### config.mk
export PLATFORM = sky130hd
export DESIGN_NAME = instruction_decoder
export DESIGN_NICKNAME = d
export VERILOG_FILES = /design/src/rtl/instruction_decoder.sv
export SDC_FILE = /design/constraint.sdc
export NUM_CORES = 1
export LEC_CHECK = 0
export CELL_PAD_IN_SITES_DETAIL_PLACEMENT = 0
export CELL_PAD_IN_SITES_GLOBAL_PLACEMENT = 1
export CORE_ASPECT_RATIO = 0.6
export CORE_MARGIN = 5
export CORE_UTILIZATION = 33
export CTS_CLUSTER_SIZE = 25
export DETAILED_ROUTE_END_ITERATION = 6
export PLACE_DENSITY = 0.83
export SKIP_CTS_REPAIR_TIMING = 1
export SLEW_MARGIN = 30
export SYNTH_ARGS = -nofsm -noshare
export SYNTH_HDL_FRONTEND = slang
export SYNTH_SLANG_ARGS = --single-unit
### constraint.sdc
create_clock -name clk -period 4.75 [get_ports clk]
set_input_delay 0.95 -clock clk [delete_from_list [all_inputs] [get_ports clk]]
set_output_delay 0.95 -clock clk [all_outputs]
set_load 0.1 [all_outputs]
### src/rtl/instruction_decoder.sv
// RV32I + Zicsr + machine-mode system decoder: one-hot op groups plus raw
// register/immediate fields, all registered with a single cycle of latency.
module instruction_decoder (
  input  logic        clk,
  input  logic        rst,
  input  logic [31:0] instruction_code,
  input  logic        en,
  output logic        invalid_instruction,
  output logic [18:0] alu_op,
  output logic [8:0]  jmp_op,
  output logic [8:0]  mem_op,
  output logic        cust_op,
  output logic [5:0]  csr_op,
  output logic [7:0]  mechie_op,
  output logic [4:0]  rd,
  output logic [4:0]  rs1,
  output logic [4:0]  rs2,
  output logic [6:0]  imm_2531,
  output logic [19:0] imm_1231,
  output logic [11:0] imm_2032
);

  logic [6:0] opcode;
  logic [2:0] funct3;
  logic [6:0] funct7;

  assign opcode = instruction_code[6:0];
  assign funct3 = instruction_code[14:12];
  assign funct7 = instruction_code[31:25];

  logic        invalid_d, invalid_q;
  logic [18:0] alu_op_d, alu_op_q;
  logic [8:0]  jmp_op_d, jmp_op_q;
  logic [8:0]  mem_op_d, mem_op_q;
  logic        cust_op_d, cust_op_q;
  logic [5:0]  csr_op_d, csr_op_q;
  logic [7:0]  mechie_op_d, mechie_op_q;
  logic [4:0]  rd_d, rd_q, rs1_d, rs1_q, rs2_d, rs2_q;
  logic [6:0]  imm_2531_d, imm_2531_q;
  logic [19:0] imm_1231_d, imm_1231_q;
  logic [11:0] imm_2032_d, imm_2032_q;

  always_comb begin
    alu_op_d    = '0;
    jmp_op_d    = '0;
    mem_op_d    = '0;
    cust_op_d   = 1'b0;
    csr_op_d    = '0;
    mechie_op_d = '0;
    invalid_d   = 1'b0;

    // Fields are raw slices regardless of instruction format or enable.
    rd_d       = instruction_code[11:7];
    rs1_d      = instruction_code[19:15];
    rs2_d      = instruction_code[24:20];
    imm_2531_d = instruction_code[31:25];
    imm_1231_d = instruction_code[31:12];
    imm_2032_d = instruction_code[31:20];

    if (en) begin
      case (opcode)
        7'b0110011: begin
          if (funct7 == 7'b0000000) begin
            case (funct3)
              3'b000:  alu_op_d[0] = 1'b1;
              3'b001:  alu_op_d[2] = 1'b1;
              3'b010:  alu_op_d[3] = 1'b1;
              3'b011:  alu_op_d[4] = 1'b1;
              3'b100:  alu_op_d[5] = 1'b1;
              3'b101:  alu_op_d[6] = 1'b1;
              3'b110:  alu_op_d[8] = 1'b1;
              default: alu_op_d[9] = 1'b1;
            endcase
          end else if (funct7 == 7'b0100000) begin
            if (funct3 == 3'b000) alu_op_d[1] = 1'b1;
            else if (funct3 == 3'b101) alu_op_d[7] = 1'b1;
          end
        end
        7'b0010011: begin
          case (funct3)
            3'b000:  alu_op_d[10] = 1'b1;
            3'b010:  alu_op_d[11] = 1'b1;
            3'b011:  alu_op_d[12] = 1'b1;
            3'b100:  alu_op_d[13] = 1'b1;
            3'b110:  alu_op_d[14] = 1'b1;
            3'b111:  alu_op_d[15] = 1'b1;
            3'b001:  if (funct7 == 7'b0000000) alu_op_d[16] = 1'b1;
            default: begin
              if (funct7 == 7'b0000000) alu_op_d[17] = 1'b1;
              else if (funct7 == 7'b0100000) alu_op_d[18] = 1'b1;
            end
          endcase
        end
        7'b1101111: jmp_op_d[0] = 1'b1;
        7'b1100111: if (funct3 == 3'b000) jmp_op_d[1] = 1'b1;
        7'b1100011: begin
          case (funct3)
            3'b000:  jmp_op_d[2] = 1'b1;
            3'b001:  jmp_op_d[3] = 1'b1;
            3'b100:  jmp_op_d[4] = 1'b1;
            3'b101:  jmp_op_d[5] = 1'b1;
            3'b110:  jmp_op_d[6] = 1'b1;
            3'b111:  jmp_op_d[7] = 1'b1;
            default: ;
          endcase
        end
        7'b0010111: jmp_op_d[8] = 1'b1;
        7'b0000011: begin
          case (funct3)
            3'b000:  mem_op_d[0] = 1'b1;
            3'b001:  mem_op_d[1] = 1'b1;
            3'b010:  mem_op_d[2] = 1'b1;
            3'b100:  mem_op_d[3] = 1'b1;
            3'b101:  mem_op_d[4] = 1'b1;
            default: ;
          endcase
        end
        7'b0100011: begin
          case (funct3)
            3'b000:  mem_op_d[5] = 1'b1;
            3'b001:  mem_op_d[6] = 1'b1;
            3'b010:  mem_op_d[7] = 1'b1;
            default: ;
          endcase
        end
        7'b0110111: mem_op_d[8] = 1'b1;
        7'b1110011: begin
          // funct3=000 is the privileged space: only exact words are accepted.
          if (funct3 == 3'b000) begin
            case (instruction_code)
              32'h00000073: mechie_op_d[0] = 1'b1;
              32'h00100073: mechie_op_d[1] = 1'b1;
              32'h30200073: mechie_op_d[2] = 1'b1;
              32'h10200073: mechie_op_d[3] = 1'b1;
              32'h00200073: mechie_op_d[4] = 1'b1;
              32'h10500073: mechie_op_d[5] = 1'b1;
              default: ;
            endcase
          end else begin
            case (funct3)
              3'b001:  csr_op_d[0] = 1'b1;
              3'b010:  csr_op_d[1] = 1'b1;
              3'b011:  csr_op_d[2] = 1'b1;
              3'b101:  csr_op_d[3] = 1'b1;
              3'b110:  csr_op_d[4] = 1'b1;
              3'b111:  csr_op_d[5] = 1'b1;
              default: ;
            endcase
          end
        end
        7'b0001111: begin
          if (funct3 == 3'b000) mechie_op_d[6] = 1'b1;
          else if (funct3 == 3'b001) mechie_op_d[7] = 1'b1;
        end
        7'b1111111: cust_op_d = 1'b1;
        default: ;
      endcase

      invalid_d = ~(|{alu_op_d, jmp_op_d, mem_op_d, cust_op_d, csr_op_d, mechie_op_d});
    end
  end

  always_ff @(posedge clk or posedge rst) begin
    if (rst) begin
      invalid_q   <= 1'b0;
      alu_op_q    <= '0;
      jmp_op_q    <= '0;
      mem_op_q    <= '0;
      cust_op_q   <= 1'b0;
      csr_op_q    <= '0;
      mechie_op_q <= '0;
      rd_q        <= '0;
      rs1_q       <= '0;
      rs2_q       <= '0;
      imm_2531_q  <= '0;
      imm_1231_q  <= '0;
      imm_2032_q  <= '0;
    end else begin
      invalid_q   <= invalid_d;
      alu_op_q    <= alu_op_d;
      jmp_op_q    <= jmp_op_d;
      mem_op_q    <= mem_op_d;
      cust_op_q   <= cust_op_d;
      csr_op_q    <= csr_op_d;
      mechie_op_q <= mechie_op_d;
      rd_q        <= rd_d;
      rs1_q       <= rs1_d;
      rs2_q       <= rs2_d;
      imm_2531_q  <= imm_2531_d;
      imm_1231_q  <= imm_1231_d;
      imm_2032_q  <= imm_2032_d;
    end
  end

  assign invalid_instruction = invalid_q;
  assign alu_op              = alu_op_q;
  assign jmp_op              = jmp_op_q;
  assign mem_op              = mem_op_q;
  assign cust_op             = cust_op_q;
  assign csr_op              = csr_op_q;
  assign mechie_op           = mechie_op_q;
  assign rd                  = rd_q;
  assign rs1                 = rs1_q;
  assign rs2                 = rs2_q;
  assign imm_2531            = imm_2531_q;
  assign imm_1231            = imm_1231_q;
  assign imm_2032            = imm_2032_q;

endmodule

==> run summary, run 1 <==
status -> finished, final reports clean
Site Rows -> 27
Area growth syn-to-layout -> 52.4%
EDFF count, synth -> 0
GR Util met3 -> 8.59%
Syn Std Cell Area -> 3120 um^2
DR DRC count -> 0
IO Count -> 142
NumNets Final -> 426
crit path max fanout -> 20
Worst setup EP type -> register
final worst-path cycle share -> 61.4%
Worst Setup Path Type -> in2reg
n_diodes -> 0
post-route cell area -> 4750 um^2
Worst EP arrival -> 3150 ps
final hold slack -> 1030 ps
Slew Viols, Final -> 0
DR WL/cell -> 16.9 um
final global-route overflow total -> 0
routability cong. -> 0.892
chip width -> 136 um
post-route minimum period -> 2910 ps
busiest grt layer -> met1
CP max-delay cell -> clkdlybuf4s50_1
Post-synth ARST share -> 100%
Fmax achieved -> 343 MHz
Port Buffers -> 141
critical path startpoint -> instruction_code[14]
Via Count -> 2435
register area share after synthesis -> 62.6%
antenna-violating nets left -> 0
Leak -> 0.00192 uW
Max IR drop VDD -> 0.178 mV
Core ar. -> 9190 um^2
fill cell count -> 839
setup_tns -> 0 ps
vias in the first global route -> 2474
delay-heaviest family, CP -> simple AND/OR/NAND/NOR gates
initial antenna violation count -> 0
Synth Register Bits -> 78
critical path data required time -> 4990 ps
first drt pass iteration count -> 4
TritonCTS Buffers -> 9
die height -> 85.3 um
Syn Inst Count -> 278
WP buf/inv -> 1
CTS tree -> yes
Sequential Area -> 1950 um^2
crit path launch type -> input pin
net count after synthesis -> 313
Area after DPL -> 4430 um^2
largest net degree at the start of global routing -> 42
worst hold path type -> in2async
post-DR vias/cell -> 4.63
post-synthesis cell type count -> 49
clk buf depth -> 2
hpwl dp -> 6840 um
worst slew pin tran -> 1010 ps
Clk pin slew, worst setup/hold paths -> 60 ps
mean post-synth cell area -> 11.2 um^2
yosys warns -> 0
Starting Density -> 33.9%
RSZ-0062 raised after global routing -> no
Die ar. -> 11600 um^2
Main synth FF type -> dfrtp_1
htree depth -> 3
share of post-route cells with drive strength above 1 -> 8.08%
Max-slew headroom -> 32.3%
Routed Wire Length -> 8900 um
first-pass GRT wire length -> 14100 um
grt met1 use -> 22.4%
clock sinks -> 78
all-layer global routing usage -> 16.1%
PwrDens -> 370 nW/um^2
# Max-Cap Violations -> 0
final hold viol count -> 0
Total Power -> 1760 uW
Cell Chain, Critical Path -> clkdlybuf4s50_1, nor2b_2, nand2_2, nor4_2, nand3_1, nor4_1
Final setup viols -> 0
multi-input logic area -> 888 um^2
Clock Tree Root -> clkbuf_16
max incr delay on CP -> 780 ps
M2 GR Usage -> 22.3%
1st-iter DRT viols -> 229
worst paths after layout:
path,slack [ps],end,cells past startpoint
worst max-delay path,1840,mechie_op[2],6
worst min-delay path,1030,jmp_op[3],2
max in group asynchronous,2800,imm_1231[0],3
min in group clk,1080,imm_1231[3],1
per-layer routing:
metal | part of all wire, % | wire, um
met1 | 46 | 4090
met2 | 41 | 3670
met3 | 12 | 1090
met4 | 0.63 | 56
met5 | 0 | 0
placed cells by master (no fill, tap or decap), drive strengths merged, types with 3 or more instances in the layout:
cell and count:
clkdlybuf4s50 141, clkbuf 9, dfrtp 78, a21oi 3, nor2 51, nor4 8, nand4 3, inv 4
nand3 14, nor2b 8, nand2 24, nor3b 4, nor3 11
registers in the layout (all words and copies together) (netlist names):
register and count:
alu_op 19, csr_op 6, cust_op 1, imm_1231 8, imm_2032 12, invalid_instruction 1
jmp_op 9, mechie_op 8, mem_op 9, rd 5
cells in the mapped netlist (2+ instances only):
cell type	count	area share, %
a21oi_1	3	0.48
a22oi_1	2	0.48
buf_2	4	0.64
buf_4	30	7.2
clkbuf_1	4	0.48
dfrtp_1	78	63
nand2_1	23	2.8
nand3_1	14	2.2
nand4_1	2	0.40
nor2_1	50	6.0
nor2b_1	7	1.4
nor3_1	11	1.8
nor3b_1	4	0.96
nor4_1	7	1.4
nor4b_1	2	0.56
o22ai_1	2	0.40
or2_2	2	0.40
xnor2_1	2	0.56
metrics by stage:
stage / utilization [%] / setup WS, ps / std cells
global placement: 48.2 / 1630 / 510
global route: 51.7 / 1530 / 526
finish: 51.7 / 1840 / 526
detailed placement: 48.2 / 1520 / 510
floorplan: - / 1800 / 278
CTS: 51.7 / 1860 / 526
power breakdown:
group | switching [uW] | internal (uW)
Sequential | 6.03 | 676
Clock | 281 | 467
Combinational | 251 | 79.8
cell families after synthesis:
group / share of synthesized area, %
and+or+nand+nor: 23.1
DFF: 62.6
buffers and inverters: 8.94
AOI/OAI and AO/OA: 4.17
xor gates and xnor gates: 0.562
muxes: 0.682
cell type report:
| type | count | area share [%] |
|---|---|---|
| Timing Repair Buffer | 142 | 29.8 |
| Clock inverter | 7 | 2.16 |
| Multi-Input combinational cell | 159 | 18.7 |
| Clock buffer | 9 | 4.74 |
| Tap cell | 130 | 3.42 |
| Inverter | 1 | 0.105 |
| Sequential cell | 78 | 41.1 |
No activity file was read; power rests on OpenSTA's default activity.
==> inputs of run 2 (changes only) <==
- CORE_UTILIZATION: 33 -> 28
- PLACE_DENSITY: 0.83 -> 0.75
- clock period: 4.75 -> 2.6 ns (I/O delays scaled with it)
==> run 2 against run 1 <==
Compared with the run above: via count rose by 4.8%; critical path type unchanged; sequential share of layout area rose by 0.44 points; critical path depth did not move.
==> run summary, run 2 (same netlist as run 1, synthesis figures left out) <==
most frequent cells in the layout -> buf_4, dfrtp_1, nor2_1
Fmax achieved -> 463 MHz
Via Count -> 2553
DR WL/cell -> 16.6 um
Largest register FFs -> 19
commonest non-fill, non-tap cell in the layout -> buf_4
clock network fraction of total power -> 40.4%
register share of total power -> 39.8%
Worst Setup Path Type -> in2reg
final hold viol count -> 0
Max-slew headroom -> 68.2%
Core ar. -> 10700 um^2
final worst-path cycle share -> 83.1%
antenna-violating nets left -> 0
Starting Density -> 29.0%
crit path max fanout -> 12
Port Buffers -> 141
Worst setup EP type -> register
n_diodes -> 0
vias in the first global route -> 2613
Die ar. -> 13400 um^2
first drt pass iteration count -> 4
Clock Tree Root -> clkbuf_16
Gate power share -> 19.8%
IO Count -> 142
routability cong. -> 0.859
final global-route overflow total -> 0
status -> finished, final reports clean
post-route minimum period -> 2160 ps
Worst EP arrival -> 2380 ps
Total Power -> 3130 uW
Sw Ratio -> 31.6%
Routed Wire Length -> 9370 um
Slew Viols, Final -> 0
NetSw -> 992 uW
all-layer global routing usage -> 14.0%
DR DRC count -> 0
final core occ -> 43.8%
initial antenna violation count -> 0
post-DR vias/cell -> 4.53
die height -> 91.8 um
RSZ-0062 raised after global routing -> no
final hold slack -> 518 ps
CTS tree -> yes
Max IR drop VDD -> 0.378 mV
largest net degree at the start of global routing -> 31
Site Rows -> 29
clock sinks -> 78
first-pass GRT wire length -> 14800 um
PwrDens -> 666 nW/um^2
1st-iter DRT viols -> 127
worst slew pin tran -> 476 ps
worst hold path type -> in2async
crit path launch type -> input pin
critical path data required time -> 2820 ps
chip width -> 146 um
setup_tns -> 0 ps
Area after DPL -> 4400 um^2
# Max-Cap Violations -> 0
NumNets Final -> 455
Clk pin slew, worst setup/hold paths -> 60 ps
post-route cell area -> 4700 um^2
clk buf depth -> 2
internal power -> 2140 uW
TritonCTS Buffers -> 9
Final setup viols -> 0
share of post-route cells with drive strength above 1 -> 39.5%
Area growth syn-to-layout -> 50.8%
Leak -> 0.00220 uW
htree depth -> 3
hpwl dp -> 7340 um
==> run 2: power groups by stage <==
stage	logic [uW]	clock network, uW	registers (uW)
2_1_floorplan	298	0	1430
3_3_place_gp	620	0	1270
3_5_place_dp	622	0	1270
4_1_cts	623	1310	1250
5_1_grt	645	1350	1250
6_report	620	1270	1250
==> run 2: layout make-up <==
| class | count | area (um^2) |
|---|---|---|
| well taps | 139 | 174 |
| inverters | 1 | 5.00 |
| fillers | 1046 | 6040 |
| flip-flops and latches | 78 | 1950 |
| clock buffers | 9 | 225 |
| clock inverters | 7 | 78.8 |
| repair buffers | 171 | 1380 |
| multi-input cells | 159 | 888 |
==> run 2: routing by layer <==
metal	GRT usage (%)	share of wire, %
met1	19.4	46
met2	19.6	41
met3	6.95	12
met4	3.21	0.77
met5	0	0
==> run 2: worst max path at each step <==
stage	start	to	slack (ps)
global placement	instruction_code[25]	mechie_op[2]	170
finish	instruction_code[13]	invalid_instruction	440
detailed placement	instruction_code[13]	invalid_instruction	120
CTS	instruction_code[13]	invalid_instruction	460
global route	instruction_code[13]	invalid_instruction	320
floorplan	rst	alu_op[0]	80
==> run 2: metrics by stage <==
step | cells | setup slack [ps]
6_report | 564 | 439
5_1_grt | 564 | 320
4_1_cts | 564 | 460
3_5_place_dp | 548 | 119
3_3_place_gp | 548 | 172
2_1_floorplan | 278 | 85.0
==> run 2: worst max-delay path, stage by stage <==
cell and delay, ps:
clkdlybuf4s50_1 650, or2_2 490, nor4b_1 270, o211a_1 200, nor3_1 50, and4_1 200
==> inputs of run 3 (changes only) <==
- clock period: 2.6 -> 1.9 ns (I/O delays scaled with it)
==> run 3 against run 2 <==
Compared with the run above: combinational power up 57%; critical endpoint unchanged; power up 38%; critical path depth up 2; design area up 17%; non-clock buffer count up 34; setup slack worse by 360 ps; final cell count up 6.0%; routed wire length up 3.2%; worst hold slack worse by 170 ps; global-route usage up 0.79 points.
==> run summary, run 3 (same netlist as run 1, synthesis figures left out) <==
Sw Ratio -> 31.2%
Worst setup EP type -> register
final hold viol count -> 0
all-layer global routing usage -> 14.8%
NumNets Final -> 489
Leak -> 0.00259 uW
Slew Viols, Final -> 0
internal power -> 2980 uW
Gate power share -> 22.5%
worst slew pin tran -> 406 ps
IO Count -> 142
clock sinks -> 78
Worst EP arrival -> 2040 ps
clk buf depth -> 2
status -> finished, final reports clean
TritonCTS Buffers -> 9
initial antenna violation count -> 0
dpl ws -> -316 ps
Area growth syn-to-layout -> 77.1%
DR WL/cell -> 16.2 um
Final setup viols -> 0
Port Buffers -> 141
crit path max fanout -> 4
Worst Setup Path Type -> in2reg
Max-slew headroom -> 72.7%
share of post-route cells with drive strength above 1 -> 46.2%
n_diodes -> 0
Fmax achieved -> 549 MHz
Largest register FFs -> 19
PwrDens -> 784 nW/um^2
Via Count -> 2666
die height -> 91.8 um
antenna-violating nets left -> 0
Max IR drop VDD -> 0.383 mV
critical path data required time -> 2120 ps
DR DRC count -> 0
Die ar. -> 13400 um^2
CTS tree -> yes
crit path launch type -> input pin
fill cell count -> 990
htree depth -> 3
final core occ -> 51.4%
# Max-Cap Violations -> 0
Core ar. -> 10700 um^2
NetSw -> 1350 uW
commonest non-fill, non-tap cell in the layout -> buf_4
routability cong. -> 0.892
chip width -> 146 um
placed cell count -> 582
final global-route overflow total -> 0
Routed Wire Length -> 9670 um
first drt pass iteration count -> 6
register share of total power -> 39.8%
vias in the first global route -> 2892
fin cells -> 598
final worst-path cycle share -> 95.9%
worst hold path type -> in2reg
hpwl dp -> 7770 um
clock network fraction of total power -> 37.7%
1st-iter DRT viols -> 131
largest net degree at the start of global routing -> 58
post-DR vias/cell -> 4.46
first-pass GRT wire length -> 15500 um
final worst slack -> 77.8 ps
most frequent cells in the layout -> buf_4, dfrtp_1, nor2_1
Site Rows -> 29
Starting Density -> 29.0%
Clock Tree Root -> clkbuf_16
post-route minimum period -> 1820 ps
Clk pin slew, worst setup/hold paths -> 60 ps
run 3: cell types whose count changed in the layout (fill, tap and decap cells not counted), sizes merged, moves of 2 or more:
cell	before	now
dlymetal6s2s	0	5
buf	137	171
clkbuf	9	11
inv	3	1
clkdlybuf4s50	34	29
run 3: worst paths after layout:
path | startpoint | end | slack, ps | cells after the start
worst max-delay path | instruction_code[25] | invalid_instruction | 80 | 8
min in group asynchronous | rst | invalid_instruction | 480 | 3
max in group asynchronous | rst | csr_op[1] | 1160 | 3
worst min-delay path | instruction_code[29] | imm_2032[9] | 350 | 2
run 3: power by group through the flow:
stage          logic [uW]  clock network (uW)  registers [uW]
4_1_cts               975                1700            1720
6_report              975                1630            1720
2_1_floorplan         409                   0            1950
3_5_place_dp          974                   0            1750
5_1_grt              1020                1770            1730
3_3_place_gp          967                   0            1750
run 3: metrics by stage:
step           area (um^2)  TNS [ps]  hold slack (ps)  power [uW]
3_3_place_gp          5160     -3590              836        2720
6_report              5520         0              351        4330
5_1_grt               5520     -8.73              341        4510
4_1_cts               5450         0              492        4400
3_5_place_dp          5160     -4160              857        2730
2_1_floorplan         3120         0              411        2360
run 3: metal layers:
metal / GRT usage (%) / part of all wire, %
met2: 21.2 / 42
met3: 7.00 / 9.1
met4: 3.91 / 0.66
met1: 20.1 / 48
met5: 0 / 0
run 3: worst max-delay path, stage by stage:
cell,delay (ps)
clkdlybuf4s50_1,440
nor3_2,170
buf_4,130
buf_4,100
nand3b_2,140
nor4_1,430
a21oi_2,50
and4_1,180
run 3: cell type report:
| cell class | count | area (um^2) | area share, % |
|---|---|---|---|
| repair buffers | 205 | 2150 | 38.9 |
| flip-flops and latches | 78 | 1950 | 35.3 |
| multi-input cells | 159 | 946 | 17.1 |
| clock buffers | 11 | 253 | 4.58 |
| well taps | 139 | 174 | 3.15 |
| clock inverters | 5 | 42.5 | 0.770 |
| inverters | 1 | 7.51 | 0.136 |
